$ cat src/rtl/ahb_slave_regbank.sv
// AHB-lite word-addressed register bank with programmable wait states and two-cycle ERROR responses.
// Define AHB_SLV_RANGE_ERR_EN to turn accesses outside the DEPTH*4 byte window into ERROR responses.
module ahb_slave_regbank #(
    parameter int            AW       = 32,
    parameter int            DW       = 32,
    parameter int            DEPTH    = 64,
    parameter logic [AW-1:0] BASE     = 32'h4000_0000,
    parameter int            WAIT_CYC = 0
) (
    input  logic          clk,
    input  logic          rst,
    input  logic          hsel,
    input  logic [AW-1:0] haddr,
    input  logic [1:0]    htrans,
    input  logic          hwrite,
    input  logic [2:0]    hsize,
    input  logic [DW-1:0] hwdata,
    output logic [DW-1:0] hrdata,
    output logic          hready,
    output logic          hresp
);

    localparam int         IW        = $clog2(DEPTH);
    localparam logic [3:0] WAIT_INIT = 4'(WAIT_CYC);

    // Handshake: a transfer is accepted when hsel & htrans[1] & hready are all high on a clk edge;
    // its data phase completes on the first later edge at which hready is high.
    typedef enum logic [1:0] {
        S_IDLE = 2'd0,
        S_DATA = 2'd1,
        S_ERR1 = 2'd2,
        S_ERR2 = 2'd3
    } state_t;

    state_t          state;
    state_t          state_nxt;
    state_t          accept_state;
    logic [3:0]      cnt;
    logic [IW-1:0]   cap_idx;
    logic [1:0]      cap_lane;
    logic [1:0]      cap_size;
    logic            cap_write;
    logic [DW-1:0]   mem [DEPTH];

    logic            accept;
    logic [AW-1:0]   offset;
    logic            size_err;
    logic            align_err;
    logic            range_err;
    logic            xfer_err;
    logic            done;
    logic [3:0]      byte_en;

    assign accept = hsel & htrans[1] & hready;
    assign offset = haddr - BASE;

    assign size_err  = (hsize > 3'b010);
    assign align_err = ((hsize == 3'b001) && haddr[0]) ||
                       ((hsize == 3'b010) && (haddr[1:0] != 2'b00));

`ifdef AHB_SLV_RANGE_ERR_EN
    localparam logic [AW-1:0] WINDOW = AW'(DEPTH * 4);
    assign range_err = (offset >= WINDOW);
`else
    // Without the range check the index simply wraps, so the upper offset bits are don't-care.
    logic unused_offset_bits;
    assign unused_offset_bits = ^{offset[AW-1:IW+2], offset[1:0]};
    assign range_err = 1'b0;
`endif

    assign xfer_err     = size_err | align_err | range_err;
    assign accept_state = xfer_err ? S_ERR1 : S_DATA;
    assign done         = (state == S_DATA) && (cnt == 4'd0);

    // State register
    always_ff @(posedge clk or posedge rst) begin
        if (rst) begin
            state <= S_IDLE;
        end else begin
            state <= state_nxt;
        end
    end

    // Next-state logic
    always_comb begin
        state_nxt = state;
        case (state)
            S_IDLE: state_nxt = accept ? accept_state : S_IDLE;
            S_DATA: begin
                if (cnt == 4'd0) begin
                    state_nxt = accept ? accept_state : S_IDLE;
                end
            end
            S_ERR1: state_nxt = S_ERR2;
            S_ERR2: state_nxt = accept ? accept_state : S_IDLE;
            default: state_nxt = S_IDLE;
        endcase
    end

    // Output logic
    always_comb begin
        hready = 1'b1;
        hresp  = 1'b0;
        hrdata = '0;
        case (state)
            S_IDLE: begin
                hready = 1'b1;
                hresp  = 1'b0;
            end
            S_DATA: begin
                hready = (cnt == 4'd0);
                hresp  = 1'b0;
                if ((cnt == 4'd0) && !cap_write) begin
                    hrdata = mem[cap_idx];
                end
            end
            S_ERR1: begin
                hready = 1'b0;
                hresp  = 1'b1;
            end
            S_ERR2: begin
                hready = 1'b1;
                hresp  = 1'b1;
            end
            default: begin
                hready = 1'b1;
                hresp  = 1'b0;
            end
        endcase
    end

    // Address-phase capture and wait-state counter
    always_ff @(posedge clk or posedge rst) begin
        if (rst) begin
            cnt       <= 4'd0;
            cap_idx   <= '0;
            cap_lane  <= 2'b00;
            cap_size  <= 2'b00;
            cap_write <= 1'b0;
        end else begin
            if (accept) begin
                cap_idx   <= offset[IW+1:2];
                cap_lane  <= haddr[1:0];
                cap_size  <= hsize[1:0];
                cap_write <= hwrite;
            end
            if (accept && !xfer_err) begin
                cnt <= WAIT_INIT;
            end else if ((state == S_DATA) && (cnt != 4'd0)) begin
                cnt <= cnt - 4'd1;
            end
        end
    end

    // Lane enables; errored transfers never reach S_DATA, so cap_size is always legal here.
    always_comb begin
        byte_en = 4'b0000;
        case (cap_size)
            2'b00:   byte_en[cap_lane] = 1'b1;
            2'b01:   byte_en = cap_lane[1] ? 4'b1100 : 4'b0011;
            default: byte_en = 4'b1111;
        endcase
    end

    // Register array: writes commit on the completion edge of the data phase.
    always_ff @(posedge clk or posedge rst) begin
        if (rst) begin
            for (int i = 0; i < DEPTH; i++) begin
                mem[i] <= '0;
            end
        end else if (done && cap_write) begin
            for (int b = 0; b < 4; b++) begin
                if (byte_en[b]) begin
                    mem[cap_idx][8*b +: 8] <= hwdata[8*b +: 8];
                end
            end
        end
    end

endmodule

$ cat config.mk
export PLATFORM = sky130hd
export DESIGN_NAME = ahb_slave_regbank
export DESIGN_NICKNAME = d
export VERILOG_FILES = /design/src/rtl/ahb_slave_regbank.sv
export SDC_FILE = /design/constraint.sdc
export NUM_CORES = 2
export LEC_CHECK = 0
export BUFFER_PORTS_ARGS = -buffer_cell sky130_fd_sc_hd__buf_2
export CORE_MARGIN = 2
export CORE_UTILIZATION = 60
export CTS_BUF_LIST = sky130_fd_sc_hd__clkbuf_16
export DETAILED_ROUTE_END_ITERATION = 8
export GPL_ROUTABILITY_DRIVEN = 0
export HOLD_SLACK_MARGIN = 0.12
export PLACE_DENSITY = 0.81
export REMOVE_ABC_BUFFERS = 1
export SLEW_MARGIN = 15
export SYNTH_ARGS = -nofsm -noshare
export SYNTH_HDL_FRONTEND = slang
export SYNTH_SLANG_ARGS = --single-unit
$ cat constraint.sdc
create_clock -name clk -period 99.7 [get_ports clk]
set_clock_uncertainty 0.15 [all_clocks]
set_input_delay 14.955 -clock clk [delete_from_list [all_inputs] [get_ports clk]]
set_output_delay 14.955 -clock clk [all_outputs]
set_load 0.005 [all_outputs]
======== Word-level counts from Yosys, hierarchy flattened ========
Cells that the tools add are included.
operators by class
  add/sub/neg operators ................... 2
  $lt $le $gt $ge ......................... 5
  equality and inequality tests ........... 7
  muxes and demuxes ....................... 36
  bitwise logic cells ..................... 4
  reductions and logical operators ........ 21
operator list
  operator                                                                count
  2048-bit 2-to-1 mux                                                     7
  2048-bit bitwise mux                                                    4
  32-bit demux with 6-bit select                                          4
  32-bit binary-select mux with 6-bit select                              1
  32-bit 2-to-1 mux                                                       5
  24-bit 2-to-1 mux                                                       1
  16-bit 2-to-1 mux                                                       1
  4-bit 2-to-1 mux                                                        3
  1-bit logical AND                                                       9
  8-bit 2-to-1 mux                                                        1
  4-bit one-hot mux with 2 select lines                                   1
  8-bit by 1-bit subtractor with 8-bit output (second input constant)     1
  7-bit >= comparator (second input constant)                             1
  7-bit by 1-bit < comparator with 1-bit output (second input constant)   1
  6-bit inverter with 7-bit output                                        1
  2-bit 2-to-1 mux                                                        3
  2-bit one-hot mux with 3 select lines                                   1
  2-bit OR reduction                                                      3
  2-bit by 1-bit equality test with 1-bit output (second input constant)  2
  2-bit equality test (second input constant)                             2
  2-bit zero test                                                         2
  4-bit zero test                                                         1
  2-bit nonzero test                                                      2
  4-bit nonzero test                                                      1
  other kinds (15)                                                        17
word-level totals
  bits in registers ....................... 2065
  input bits .............................. 73
  output and inout bits ................... 34
  logic and storage cells ................. 145

======== Depth between registers and ports, before layout ========
  word-level depth ........................ 16
  mapped depth ............................ 10

======== Least setup slack after synthesis ========
No wires, ideal clock.
  kind .................................... reg-to-output
  start ................................... register cap_idx[0]
  end ..................................... output port hrdata[27]
  arrival time ............................ 2.300 ns
  required time ........................... 84.595 ns
  path slack .............................. 82.295 ns
  cell stages (with the launch flop) ...... 10
  buffers on the path ..................... 4
  cell sequence ........................... dfrtp_1 -> clkbuf_1 -> buf_4 -> clkbuf_1 -> buf_2 -> mux4_2 -> nand2_1 -> o221ai_1 -> nor4b_1 -> a31oi_1
on the way
  word-level cells in the longest chain between the ends .. 6
ends and longest elaborated chain
  element                                                 line  source
  start: declaration                                      39    logic [IW-1:0] cap_idx;
  start signal: assignment                                142   cap_idx <= offset[IW+1:2];
  6-bit inverter with 7-bit output (not written as such)  114   hrdata = mem[cap_idx];
  32-bit binary-select mux with 6-bit select              114
  32-bit 2-to-1 mux (not written as such) (2 in a row)    114
  32-bit 2-to-1 mux                                       113   if ((cnt == 4'd0) && !cap_write) begin
  32-bit 2-to-1 mux                                       105   case (state)
  end: declaration                                        18    output logic [DW-1:0] hrdata,
No other way between the ends. The select of a mux whose other input is x is not followed.

======== Worst setup path in the final report ========
  start ................................... register cap_idx[0]
  end ..................................... output port hrdata[3]
Same word-level chain as after synthesis.

==> parameters.txt <==
Parameter                              Value

Status
  Outcome    finished, final reports clean

Setup path
  Endpoint kind of the worst setup timing path    primary output
  Cell count of the worst reg-to-reg path    5
  Cell type with the highest occurrence count on the critical path    buf_4
  Capture point of the worst reg-to-reg path    mem[1596]$_DFFE_PP0P_
  CP top delay family    buffers and inverters
  Startpoint kind of the worst setup timing path    flip-flop
  Biggest fanout along the worst timing path    between 100 and 150
  Critical path buffers and inverters    4
  Beginning of the worst register-to-register path    cap_idx[2]$_DFFE_PP0P_
  Critical path required time    roughly 85 ns
  Arrival time at the worst endpoint    5.90 ns
  Worst setup path category    flip-flop to primary output
  Register-to-register path setup slack    approximately 94 ns
  Cell with the largest stage delay on the worst path    buf_4
  Largest stage delay on the critical path    approximately 0.8 ns
  Series of cell instances along the critical path    buf_12 -> buf_4 -> buf_4 -> mux4_2 -> a22oi_1 -> nand4_1 -> o31a_1 -> buf_2

Clock tree
  Register clock-pin slew on the reported worst setup and hold paths    ~0.060 ns
  # resized after CTS    0
  Clock latency at the later pin of the worst-skew pair    0.85 ns
  Sinks on the clock net    2,065
  Clk root buf    clkbuf_16
  Worst-case clock buffer depth    3
  CTS tree    done
  Clock buffers created by TritonCTS    approximately 200
  Number of hold buffers added after CTS    0
  H-tree depth    4
  Number of buffers inserted by post-CTS setup repair    0

Logic synthesis
  Synth top cells by count    2,088 x mux2_2, 2,065 x dfrtp_1, 390 x a22oi_1
  Most common cell in the synthesized netlist    mux2_2
  Post-synth top area share    0.553
  Top cell type by total area after synthesis    dfrtp_1
  Flops & latches, synth    2,065
  Post-synth design cell area    roughly 93,000 um2
  Register area share after synthesis    0.553
  Most frequently used flop master after synthesis    dfrtp_1
  Dominant cells by area after synthesis    dfrtp_1 55%, mux2_2 25%, mux4_2 6.1%
  Mean area per synthesized cell    14.6 um2
  Yosys warning total    0
  Fraction of registers with async set or reset after synthesis    1.00
  Number of cells produced by synthesis    6,383
  Distinct cells, synth    56
  Count of flip-flops with a built-in enable after synthesis    0

Global route
  Antenna violations before repair    1
  Global-route wire length before repair    384 mm
  Global route overflow    0
  Maximum number of pins on one net before global-route repair    177
  Busiest layer in global routing    met2
  Overall track demand over capacity in global routing    0.324
  Vias in the first global route    slightly below 60,000
  Met1 Track Usage GR    0.432
  GRT met3 Usage    0.0951
  GR met2 Demand/Resource    0.485

Floorplan
  I/O pin cnt    107
  Chip Width    398 um
  Core footprint    154,000 um2
  Die Ht    around 400 um
  Die Outline Area    159,000 um2
  Std-Cell Rows    144
  Effective utilization at floorplan    0.605

Drt
  TritonRoute pass-1 iters    6
  Via Count    57,500
  Routed wire length per instance    30.1 um
  Number of nets still failing antenna checks after routing    0
  Post-route DRC    0
  Violation count after the first detailed-route iteration    5,784
  Total Wirelength    255 mm
  Via/cell ratio    6.80

Place
  Sum of net half-perimeters after detailed placement    154 mm
  Total of buffers placed on input and output ports    81

Hold path
  Startpoint of the tightest hold check path    mem[43]$_DFFE_PP0P_
  Path class of the lowest-slack min-delay path    flip-flop to flip-flop
  End of the worst hold path    mem[43]$_DFFE_PP0P_
  Number of stages on the worst hold path    1

Finish
  Total Nets Final    6,330
  Fraction of layout instances using a drive strength above 1    0.488
  Signed area change from the synthesized netlist to the final layout    8.73%

STA
  Final count of negative-setup-slack endpoints    0
  Headroom to the max-slew limit    0.118
  Time the final worst path needs with I/O delays and setup    21.00 ns
  Smallest hold slack    0.349 ns
  Count of final max-slew check failures    0
  Fraction of the cycle the final worst path needs    0.211
  Tightest Pin Transition    approximately 1.3 ns
  RSZ-0062 raised after global routing    false
  Maximum operating frequency    0.0476 GHz
  Final Hold Viols    0
  Total negative slack for setup checks    0 ns

Pwr
  Power density cells    22.4 nW/um2
  Worst vdd ir    0.0240 mV
  Static leakage    47.7 nW

Job
  Max-cap viol count    0
[routing by layer]
layer | wire length [um] | part of all wire | vias up
met3 | 24300 | 0.096 | 561
li1 | - | - | 23600
met1 | 99700 | 0.39 | 30900
met4 | 14100 | 0.055 | 4
met2 | 116000 | 0.46 | 2396
met5 | 121 | 0.00048 | -
[power breakdown]
| group | switching [W] | leakage, nW | internal (W) |
|---|---|---|---|
| Clock | 0.000323 | 3.27 | 0.000405 |
| Sequential | 0.0000639 | 28.7 | 0.000940 |
| Combinational | 0.000345 | 15.7 | 0.000202 |
[per-stage QoR]
stage | cell area [um2] | utilization | cells | power (W) | setup slack, ns
3_5_place_dp | 95200 | 0.617 | 8089 | 0.00155 | 79.20
4_1_cts | 101000 | 0.658 | 8455 | 0.00227 | 78.64
3_3_place_gp | 95200 | 0.617 | 8089 | 0.00153 | 79.40
2_1_floorplan | 91300 | - | 5869 | 0.00139 | 26.26
5_1_grt | 102000 | 0.658 | 8456 | 0.00235 | 78.36
6_report | 102000 | 0.658 | 8458 | 0.00228 | 78.70
[worst max path at each step]
stage                                   to  slack, ns  cells after the start              startpoint
CTS                             hrdata[14]      78.64                      8  cap_idx[0]$_DFFE_PP0P_
detailed placement    mem[512]$_DFFE_PP0P_      79.20                      7                     rst
global route                     hrdata[3]      78.36                      8  cap_idx[0]$_DFFE_PP0P_
floorplan           cap_idx[0]$_DFFE_PP0P_      26.26                      1                     rst
global placement      mem[512]$_DFFE_PP0P_      79.40                      7                     rst
finish                           hrdata[3]      78.70                      8  cap_idx[0]$_DFFE_PP0P_
[flip-flops by register name (all words and copies together), names as in the netlist]
| name | flops |
|---|---|
| cap_idx | 6 |
| cap_lane | 2 |
| cap_size | 2 |
| cap_write | 1 |
| cnt | 4 |
| mem | 2048 |
| state | 2 |
[area by class of cell]
class / count / area (um2)
inverter: 7 / 36.3
multi-input combinational: 3797 / 39800
tap: 2044 / 2560
antenna: 2 / 5.00
fill: 10700 / 52700
timing repair buffer: 177 / 1240
clock buffer: 211 / 5280
sequential: 2065 / 51700
clock inverter: 155 / 938
[cell families (layout without fill, tap and decap cells)]
| logic type | after synthesis | count (layout) | synth area share |
|---|---|---|---|
| adders and majority gates | 5 | 5 | 0.000670 |
| buffers and inverters | 521 | 550 | 0.0226 |
| other | 0 | 2 | 0 |
| DFF | 2065 | 2065 | 0.553 |
| AOI/OAI and AO/OA | 788 | 788 | 0.0639 |
| muxes | 2469 | 2469 | 0.327 |
| and+or+nand+nor | 532 | 532 | 0.0325 |
| xor gates and xnor gates | 3 | 3 | 0.000281 |
[placed cells by master (no fill, tap or decap), types with 6 or more instances in the layout]
master	n
mux2_2	2088
dfrtp_1	2062
a22oi_1	390
mux4_2	253
nor2_2	244
clkbuf_16	211
nand2_1	139
mux2i_1	128
o22ai_1	118
buf_4	106
a221oi_1	86
buf_2	65
a21oi_1	61
inv_1	58
o221a_2	56
clkinv_1	55
clkinv_2	31
nand4_1	30
or4_1	28
o31a_1	28
nor2_1	19
nor2_4	10
bufinv_16	10
o211ai_1	9
o21ai_0	8
or2_2	7
a22o_1	7
o221ai_1	6
[worst register-to-register path: cells and delay by family (launching register included)]
kind          cells  cell delay [ns]
flops             1             0.74
simple gates      3             3.04
buf+inv           1             0.82
mux               1             0.40
(Power assumes the default switching activity.)
